<file path="config.mk">
export PLATFORM = sky130hd
export DESIGN_NAME = mul_issue_ctrl_flat
export DESIGN_NICKNAME = d
export VERILOG_FILES = /design/src/rtl/mul_ctrl_pkg.sv /design/src/rtl/mul_issue_ctrl_if.sv /design/src/rtl/mul_result_cache.sv /design/src/rtl/mul_issue_ctrl.sv /design/src/flat_wrapper.sv
export SDC_FILE = /design/constraint.sdc
export NUM_CORES = 1
export LEC_CHECK = 0
export CORE_MARGIN = 2
export CORE_UTILIZATION = 39
export DETAILED_ROUTE_END_ITERATION = 6
export GPL_TIMING_DRIVEN = 0
export PLACE_DENSITY = 0.85
export SKIP_LAST_GASP = 1
export SLEW_MARGIN = 20
export SYNTH_ARGS = -nofsm -noshare
export SYNTH_HDL_FRONTEND = slang
export SYNTH_SLANG_ARGS = --single-unit
</file>
<file path="constraint.sdc">
create_clock -name clk -period 1.9 [get_ports clk]
set_input_delay 0.19 -clock clk [delete_from_list [all_inputs] [get_ports clk]]
set_output_delay 0.19 -clock clk [all_outputs]
set_load 0.05 [all_outputs]
</file>
<file path="src/rtl/mul_ctrl_pkg.sv">
// Shared definitions for the multiply issue controller.
// Contents: FSM state encodings, funct3 / mul_opcode constants, the default
// timeout, the result-cache entry layout and the funct3 -> opcode mapping.
package mul_ctrl_pkg;

    localparam int TIMEOUT_CYCLES_DEF = 40;

    typedef logic [2:0] state_t;
    localparam state_t ST_IDLE   = 3'd0;
    localparam state_t ST_LAUNCH = 3'd1;
    localparam state_t ST_WAIT   = 3'd2;
    localparam state_t ST_DRAIN  = 3'd3;
    localparam state_t ST_RESP   = 3'd4;

    localparam logic [2:0] F3_MUL    = 3'b000;
    localparam logic [2:0] F3_MULH   = 3'b001;
    localparam logic [2:0] F3_MULHSU = 3'b010;
    localparam logic [2:0] F3_MULHU  = 3'b011;

    localparam logic [1:0] OP_MUL    = 2'b00;
    localparam logic [1:0] OP_MULH   = 2'b01;
    localparam logic [1:0] OP_MULHSU = 2'b10;
    localparam logic [1:0] OP_MULHU  = 2'b11;

    typedef struct packed {
        logic        valid;
        logic [1:0]  opcode;
        logic [31:0] rs1;
        logic [31:0] rs2;
        logic [31:0] result;
    } cache_entry_t;

    function automatic logic [1:0] funct3_to_opcode(input logic [2:0] f3);
        case (f3)
            F3_MUL:    return OP_MUL;
            F3_MULH:   return OP_MULH;
            F3_MULHSU: return OP_MULHSU;
            F3_MULHU:  return OP_MULHU;
            default:   return OP_MUL;
        endcase
    endfunction

endpackage

</file>
<file path="src/rtl/mul_issue_ctrl_if.sv">
// Bundle of all non-clock signals of the multiply issue controller.
//   pipeline side  : req_valid, req_funct3, req_rs1, req_rs2, req_rd, flush,
//                    stall_o, wb_valid, wb_rd, wb_data, timeout_o
//   multiplier side: startE, mul_opcode, operand1, operand2,
//                    done, result_multiply, mul_use
// slave  = the controller itself.
// master = its environment (EX stage plus multiplier).
interface mul_issue_ctrl_if;
    logic        req_valid;
    logic [2:0]  req_funct3;
    logic [31:0] req_rs1;
    logic [31:0] req_rs2;
    logic [4:0]  req_rd;
    logic        flush;
    logic        stall_o;
    logic        wb_valid;
    logic [4:0]  wb_rd;
    logic [31:0] wb_data;
    logic        timeout_o;
    logic        startE;
    logic [1:0]  mul_opcode;
    logic [31:0] operand1;
    logic [31:0] operand2;
    logic        done;
    logic [31:0] result_multiply;
    logic        mul_use;

    modport slave (
        input  req_valid, req_funct3, req_rs1, req_rs2, req_rd, flush,
        input  done, result_multiply, mul_use,
        output stall_o, wb_valid, wb_rd, wb_data, timeout_o,
        output startE, mul_opcode, operand1, operand2
    );

    modport master (
        output req_valid, req_funct3, req_rs1, req_rs2, req_rd, flush,
        output done, result_multiply, mul_use,
        input  stall_o, wb_valid, wb_rd, wb_data, timeout_o,
        input  startE, mul_opcode, operand1, operand2
    );
endinterface

</file>
<file path="src/rtl/mul_result_cache.sv">
// One-entry cache of the last completed multiply {valid, opcode, rs1, rs2, result}.
// Ports: clk, rst (sync, active-high); inv clears the entry; wr_en with
//        wr_* loads it; lk_* is the lookup key, hit/hit_result the answer.
// Only instantiated when MUL_RESULT_CACHE_EN is defined.
module mul_result_cache
    import mul_ctrl_pkg::*;
(
    input  logic        clk,
    input  logic        rst,
    input  logic        inv,
    input  logic        wr_en,
    input  logic [1:0]  wr_opcode,
    input  logic [31:0] wr_rs1,
    input  logic [31:0] wr_rs2,
    input  logic [31:0] wr_result,
    input  logic [1:0]  lk_opcode,
    input  logic [31:0] lk_rs1,
    input  logic [31:0] lk_rs2,
    output logic        hit,
    output logic [31:0] hit_result
);
    cache_entry_t entry_q, entry_d;

    always_comb begin
        entry_d = entry_q;
        if (inv) begin
            entry_d.valid = 1'b0;
        end else if (wr_en) begin
            entry_d.valid  = 1'b1;
            entry_d.opcode = wr_opcode;
            entry_d.rs1    = wr_rs1;
            entry_d.rs2    = wr_rs2;
            entry_d.result = wr_result;
        end
    end

    always_ff @(posedge clk) begin
        if (rst) entry_q <= '0;
        else     entry_q <= entry_d;
    end

    assign hit = entry_q.valid && (entry_q.opcode == lk_opcode) &&
                 (entry_q.rs1 == lk_rs1) && (entry_q.rs2 == lk_rs2);
    assign hit_result = entry_q.result;
endmodule

</file>
<file path="src/rtl/mul_issue_ctrl.sv">
// Issue controller between the EX stage and an iterative multiplier.
// Ports: clk, rst (sync, active-high), bus (mul_issue_ctrl_if.slave) carrying
//        the EX request / flush / stall / writeback signals and the
//        multiplier launch / status signals.
// Optional: define MUL_RESULT_CACHE_EN to add a one-entry result cache that
//           answers a repeated request without launching the multiplier.
//
// state  | meaning
// IDLE   | waiting for an unflushed request
// LAUNCH | startE high, operands presented to the multiplier
// WAIT   | waiting for done, timeout counter running
// DRAIN  | request flushed, waiting for done to discard the result
// RESP   | wb_valid high for one cycle, stall released
module mul_issue_ctrl
    import mul_ctrl_pkg::*;
#(
    parameter int TIMEOUT_CYCLES = TIMEOUT_CYCLES_DEF
) (
    input  logic            clk,
    input  logic            rst,
    mul_issue_ctrl_if.slave bus
);
    localparam int CNT_W = $clog2(TIMEOUT_CYCLES + 1);
    // Down-counter loaded at startE; reaching zero in WAIT/DRAIN marks cycle TIMEOUT_CYCLES.
    localparam logic [CNT_W-1:0] CNT_LOAD = CNT_W'(TIMEOUT_CYCLES - 1);

    state_t           state_q, state_d;
    logic [31:0]      rs1_q, rs1_d, rs2_q, rs2_d, data_q, data_d;
    logic [4:0]       rd_q, rd_d;
    logic [1:0]       op_q, op_d;
    logic [CNT_W-1:0] cnt_q, cnt_d;

    logic        req_take, cnt_tc, in_busy, tmo, cache_hit;
    logic [1:0]  req_op;
    logic [31:0] cache_data;

    assign req_op   = funct3_to_opcode(bus.req_funct3);
    assign req_take = bus.req_valid && !bus.flush;
    assign cnt_tc   = (cnt_q == '0);
    assign in_busy  = (state_q == ST_WAIT) || (state_q == ST_DRAIN);
    // A done on the terminal cycle wins over the abort.
    assign tmo      = in_busy && !bus.done && cnt_tc;

`ifdef MUL_RESULT_CACHE_EN
    logic cache_wr;
    assign cache_wr = (state_q == ST_WAIT) && bus.done && !bus.flush;

    mul_result_cache u_cache (
        .clk        (clk),
        .rst        (rst),
        .inv        (tmo),
        .wr_en      (cache_wr),
        .wr_opcode  (op_q),
        .wr_rs1     (rs1_q),
        .wr_rs2     (rs2_q),
        .wr_result  (bus.result_multiply),
        .lk_opcode  (req_op),
        .lk_rs1     (bus.req_rs1),
        .lk_rs2     (bus.req_rs2),
        .hit        (cache_hit),
        .hit_result (cache_data)
    );
`else
    assign cache_hit  = 1'b0;
    assign cache_data = '0;
`endif

    always_comb begin
        state_d = state_q;
        rs1_d   = rs1_q;
        rs2_d   = rs2_q;
        rd_d    = rd_q;
        op_d    = op_q;
        data_d  = data_q;
        cnt_d   = cnt_q;
        case (state_q)
            ST_IDLE: begin
                // A busy multiplier only blocks requests that actually need it.
                if (req_take && (cache_hit || !bus.mul_use)) begin
                    rs1_d = bus.req_rs1;
                    rs2_d = bus.req_rs2;
                    rd_d  = bus.req_rd;
                    op_d  = req_op;
                    if (cache_hit) begin
                        data_d  = cache_data;
                        state_d = ST_RESP;
                    end else begin
                        state_d = ST_LAUNCH;
                    end
                end
            end
            ST_LAUNCH: begin
                cnt_d   = CNT_LOAD;
                state_d = bus.flush ? ST_DRAIN : ST_WAIT;
            end
            ST_WAIT: begin
                if (bus.done) begin
                    // Flush coinciding with done: the result is already here, drop it.
                    if (bus.flush) begin
                        state_d = ST_IDLE;
                    end else begin
                        data_d  = bus.result_multiply;
                        state_d = ST_RESP;
                    end
                end else if (cnt_tc) begin
                    state_d = ST_IDLE;
                end else begin
                    cnt_d = cnt_q - CNT_W'(1);
                    if (bus.flush) state_d = ST_DRAIN;
                end
            end
            ST_DRAIN: begin
                if (bus.done || cnt_tc) state_d = ST_IDLE;
                else                    cnt_d   = cnt_q - CNT_W'(1);
            end
            ST_RESP: state_d = ST_IDLE;
            default: state_d = ST_IDLE;
        endcase
    end

    always_ff @(posedge clk) begin
        if (rst) begin
            state_q <= ST_IDLE;
            rs1_q   <= '0;
            rs2_q   <= '0;
            rd_q    <= '0;
            op_q    <= '0;
            data_q  <= '0;
            cnt_q   <= '0;
        end else begin
            state_q <= state_d;
            rs1_q   <= rs1_d;
            rs2_q   <= rs2_d;
            rd_q    <= rd_d;
            op_q    <= op_d;
            data_q  <= data_d;
            cnt_q   <= cnt_d;
        end
    end

    assign bus.startE     = (state_q == ST_LAUNCH);
    assign bus.mul_opcode = op_q;
    assign bus.operand1   = rs1_q;
    assign bus.operand2   = rs2_q;
    assign bus.wb_valid   = (state_q == ST_RESP) && !bus.flush;
    assign bus.wb_rd      = rd_q;
    assign bus.wb_data    = data_q;
    assign bus.timeout_o  = tmo;
    assign bus.stall_o    = bus.req_valid && (state_q != ST_RESP);
endmodule

</file>
<file path="src/flat_wrapper.sv">
// flat-port wrapper written by rule: the top's interface ports become plain ports
module mul_issue_ctrl_flat import mul_ctrl_pkg::*;
#(
    parameter int TIMEOUT_CYCLES = TIMEOUT_CYCLES_DEF
)
  (clk, rst, bus_req_valid, bus_req_funct3, bus_req_rs1, bus_req_rs2, bus_req_rd, bus_flush, bus_done, bus_result_multiply, bus_mul_use, bus_stall_o, bus_wb_valid, bus_wb_rd, bus_wb_data, bus_timeout_o, bus_startE, bus_mul_opcode, bus_operand1, bus_operand2);
  mul_issue_ctrl_if bus_i ();
  input  logic clk;
  input  logic rst;
  input wire logic [$bits(bus_i.req_valid)-1:0] bus_req_valid;
  input wire logic [$bits(bus_i.req_funct3)-1:0] bus_req_funct3;
  input wire logic [$bits(bus_i.req_rs1)-1:0] bus_req_rs1;
  input wire logic [$bits(bus_i.req_rs2)-1:0] bus_req_rs2;
  input wire logic [$bits(bus_i.req_rd)-1:0] bus_req_rd;
  input wire logic [$bits(bus_i.flush)-1:0] bus_flush;
  input wire logic [$bits(bus_i.done)-1:0] bus_done;
  input wire logic [$bits(bus_i.result_multiply)-1:0] bus_result_multiply;
  input wire logic [$bits(bus_i.mul_use)-1:0] bus_mul_use;
  output wire logic [$bits(bus_i.stall_o)-1:0] bus_stall_o;
  output wire logic [$bits(bus_i.wb_valid)-1:0] bus_wb_valid;
  output wire logic [$bits(bus_i.wb_rd)-1:0] bus_wb_rd;
  output wire logic [$bits(bus_i.wb_data)-1:0] bus_wb_data;
  output wire logic [$bits(bus_i.timeout_o)-1:0] bus_timeout_o;
  output wire logic [$bits(bus_i.startE)-1:0] bus_startE;
  output wire logic [$bits(bus_i.mul_opcode)-1:0] bus_mul_opcode;
  output wire logic [$bits(bus_i.operand1)-1:0] bus_operand1;
  output wire logic [$bits(bus_i.operand2)-1:0] bus_operand2;
  assign bus_i.req_valid = bus_req_valid;
  assign bus_i.req_funct3 = bus_req_funct3;
  assign bus_i.req_rs1 = bus_req_rs1;
  assign bus_i.req_rs2 = bus_req_rs2;
  assign bus_i.req_rd = bus_req_rd;
  assign bus_i.flush = bus_flush;
  assign bus_i.done = bus_done;
  assign bus_i.result_multiply = bus_result_multiply;
  assign bus_i.mul_use = bus_mul_use;
  assign bus_stall_o = bus_i.stall_o;
  assign bus_wb_valid = bus_i.wb_valid;
  assign bus_wb_rd = bus_i.wb_rd;
  assign bus_wb_data = bus_i.wb_data;
  assign bus_timeout_o = bus_i.timeout_o;
  assign bus_startE = bus_i.startE;
  assign bus_mul_opcode = bus_i.mul_opcode;
  assign bus_operand1 = bus_i.operand1;
  assign bus_operand2 = bus_i.operand2;
  mul_issue_ctrl #(.TIMEOUT_CYCLES(TIMEOUT_CYCLES)) u_core (.clk(clk), .rst(rst), .bus(bus_i));
endmodule
</file>
==> flow_metrics.py <==
metrics = {
    "timing": {
        "min_period_over_period_pct": 94.87,
        "final-max-slew-violation-count": 0,
        "worst-slew-pin-transition_ns": 0.5690,
        "max-slew-margin-rel_pct": 61.95,
        "rsz0062_at_grt": "false",
        "setup_viol": 0,
        "hold_slack_ns": 0.3532,
        "fmax_mhz": 554.7,
        "layout_setup_ws_ns": 0.09738,
        "hold_viol": 0,
        "period_minus_slack_ns": 1.803,
        "skew_ns": 0.01045,
    },
    "placement": {
        "place_hpwl_microns": 9732,
        "pre_cts_ws_ns": -0.1935,
        "place.gp.congestion": 0.8125,
        "io_buffer_count": 216,
    },
    "critical_path": {
        "path_delay_family": "simple AND/OR/NAND/NOR gates",
        "worstPathRequired_ns": 1.71,
        "crit_chain": "nor2b_2 -> nor2b_1 -> and3_1 -> clkbuf_4",
        "crit_type": "reg -> out",
        "path_buf_inv": 1,
        "crit_path_max_incr_delay_ns": 0.38,
        "end_kind": "output pin",
        "start_kind": "flop",
        "worstPathArrival_ns": 1.61,
        "worstPathMaxFanout": 7,
        "worst_path_max_delay_cell": "dfxtp_2",
    },
    "grt": {
        "antenna_found_initial": 0,
        "grt_max_degree": 19,
        "grt-ovfl-total": 0,
        "grtUsageTotal_pct": 22.45,
        "grt_pass1_wl_microns": 19910,
        "first_global_vias": 4069,
    },
    "power": {
        "intPower_mw": 3.498,
        "combPwrFrac_pct": 15.8,
        "p_clk_share_pct": 32.8,
        "power_frac_seq_pct": 51.4,
        "leakagePower_nw": 2.296,
        "ir_drop_mv": 0.4692,
        "cellPowerDensity_nw_per_um2": 719.9,
        "p_switching_mw": 1.250,
        "switching_share_pct": 26.32,
    },
    "layout": {
        "drive_gt1_share_pct": 5.413,
        "seq_area_sq_um": 2243,
        "n_antenna_cell": 0,
        "num-fill-cells": 837,
        "area_delta_synth_final_pct": 63.19,
        "multi_input_area_sq_um": 1657,
        "fin_nets": 846,
    },
    "drt": {
        "num_vias": 4255,
        "ant_nets": 0,
        "wirelength_microns": 12600,
        "wl_per_cell_microns": 14.40,
        "avgViaCountPerCell": 4.863,
        "route.detailed.drc": 0,
        "dr.pass1.iters": 6,
        "drt_iter0_markers": 151,
    },
    "yosys": {
        "avgSynthCellArea_sq_um": 7.971,
        "synth_flop_cell": "dfxtp_1",
        "yosysWarnings": 0,
        "yosysSeqAreaShare_pct": 55.48,
        "synth_edf_count": 0,
        "syn_inst": 507,
        "synth.ff_latch_count": 112,
        "synth_cell_types": 38,
        "synthesis.nets": 619,
        "netlist_area_sq_um": 4041,
        "synth-async-reset-ratio_pct": 0,
    },
    "min_path": {
        "hold_path_class": "in -> reg",
    },
    "status": {
        "status": "finished, final reports clean",
    },
    "floorplanning": {
        "initial_core_util_pct": 39.68,
        "die-area_sq_um": 11190,
        "core_area_sq_um": 10180,
        "dieWidth_microns": 105.8,
        "rows": 37,
        "io_pins": 217,
        "die_y_microns": 105.8,
    },
    "cts": {
        "clk_transition_reported_paths_ns": 0.11,
        "cts_tree": "built",
        "ctsHoldBuffers": 0,
        "root_buffer": "clkbuf_8",
        "htreeDepth": 3,
        "numClockSinks": 112,
        "clockBufferDepth": 2,
        "numCtsBuffers": 9,
        "clk_latency_ns": 0.38,
    },
    "job": {
        "drv_cap": 0,
    },
}
[tightest hold or removal path, stage by stage]
cell and delay [ns]:
clkdlybuf4s50_1 0.40, nand2_1 0.06, a21oi_1 0.05
[layout by cell type (no fill, tap or decap), types with 2 or more instances in the layout]
master           Yosys  layout
clkdlybuf4s50_1      0     212
nand2_1            205     205
dfxtp_1            112     111
a21oi_1            104     104
clkbuf_1            23      22
buf_2               11      12
clkbuf_8             0       9
nor2_1               5       5
and3_1               4       4
inv_1                3       3
nor2b_1              5       3
nand3b_1             3       3
clkinvlp_4           0       3
and2_1               1       2
nor2b_2              0       2
o21ai_0              2       2
a31oi_1              2       2
ha_1                 2       2
bufinv_16            0       2
dlygate4sd2_1        0       2
[routing by layer]
layer	routed length, microns	vias to the layer above	GRT usage, %	share of wire [%]
met1	4976	1941	25.37	39
met3	1165	27	7.174	9.2
met2	6067	182	38.02	48
met4	389	0	11.28	3.1
li1	-	2105	-	-
met5	0	-	0	0
[registers in the layout, summed over array words and instances, names as in the netlist]
signal,cells
u_core.bus.wb_rd,5
u_core.cnt_q,6
u_core.bus.operand1,32
u_core.bus.wb_data,32
u_core.bus.mul_opcode,2
u_core.bus.operand2,32
u_core.state_q,3
[layout make-up]
cell class / instances / share of cell area [%]
tap: 136 / 2.580
clock buffer: 9 / 1.878
sequential: 112 / 34.02
inverter: 3 / 0.1707
multi-input combinational: 358 / 25.12
buffer: 34 / 2.144
clock inverter: 7 / 1.461
timing repair buffer: 216 / 32.63
[synth_stat cells (2+ instances only)]
library cell | instances | area, sq um
nand3_1 | 2 | 10.01
nor2_1 | 5 | 18.77
nand2_1 | 205 | 769.5
buf_2 | 11 | 55.05
nand3b_1 | 3 | 22.52
a31oi_1 | 2 | 12.51
o21ai_0 | 2 | 10.01
a21oi_1 | 104 | 520.5
clkbuf_1 | 23 | 86.33
ha_1 | 2 | 25.02
and3_1 | 4 | 25.02
dfxtp_1 | 112 | 2242
nor2b_1 | 5 | 31.28
inv_1 | 3 | 11.26
[power groups by stage]
stage | clock network, mW | logic, mW | registers (mW)
floorplan | 0 | 0.174 | 2.67
global placement | 0 | 0.739 | 2.49
detailed placement | 0 | 0.749 | 2.49
CTS | 1.59 | 0.751 | 2.44
global route | 1.68 | 0.795 | 2.45
finish | 1.56 | 0.749 | 2.44
[path summary, 6_finish.rpt]
kind / from / endpoint / slack [ns] / depth (start not counted)
setup / recovery: u_core.state_q[1] / bus_timeout_o / 0.1 / 4
hold / removal: bus_req_rs2[30] / u_core.bus.operand2[30] / 0.35 / 3
setup reg to reg: u_core.state_q[0] / u_core.bus.operand2[18] / 0.23 / 6
hold reg to reg: u_core.bus.operand1[6] / u_core.bus.operand1[6] / 0.46 / 2
[what timing repair did]
action | 4_1_cts | 5_1_grt
endpoints found under the setup margin | 4 | 3
setup buffers | 0 | 0
resized for setup | 9 | 10
[per-stage QoR]
step / std cells / power [mW] / instance area [sq um] / util, % / TNS (ns)
detailed placement: 859 / 3.244 / 6374 / 62.58 / -9.972
finish: 875 / 4.748 / 6595 / 64.75 / 0
CTS: 875 / 4.786 / 6594 / 64.74 / -0.1889
global placement: 859 / 3.230 / 6374 / 62.58 / -5.137
global route: 875 / 4.927 / 6595 / 64.75 / 0
floorplan: 507 / 2.848 / 4041 / - / 0
[logic make-up (layout without fill, tap and decap cells)]
kind of cell	after synthesis	count (layout)	share of synthesized area, %
fa+ha+maj	2	2	0.6191
compound gates	118	118	15.73
simple gates	238	238	24.40
buf+inv	37	269	3.777
flops	112	112	55.48
Note: power is estimated with default switching activity, not from simulation.
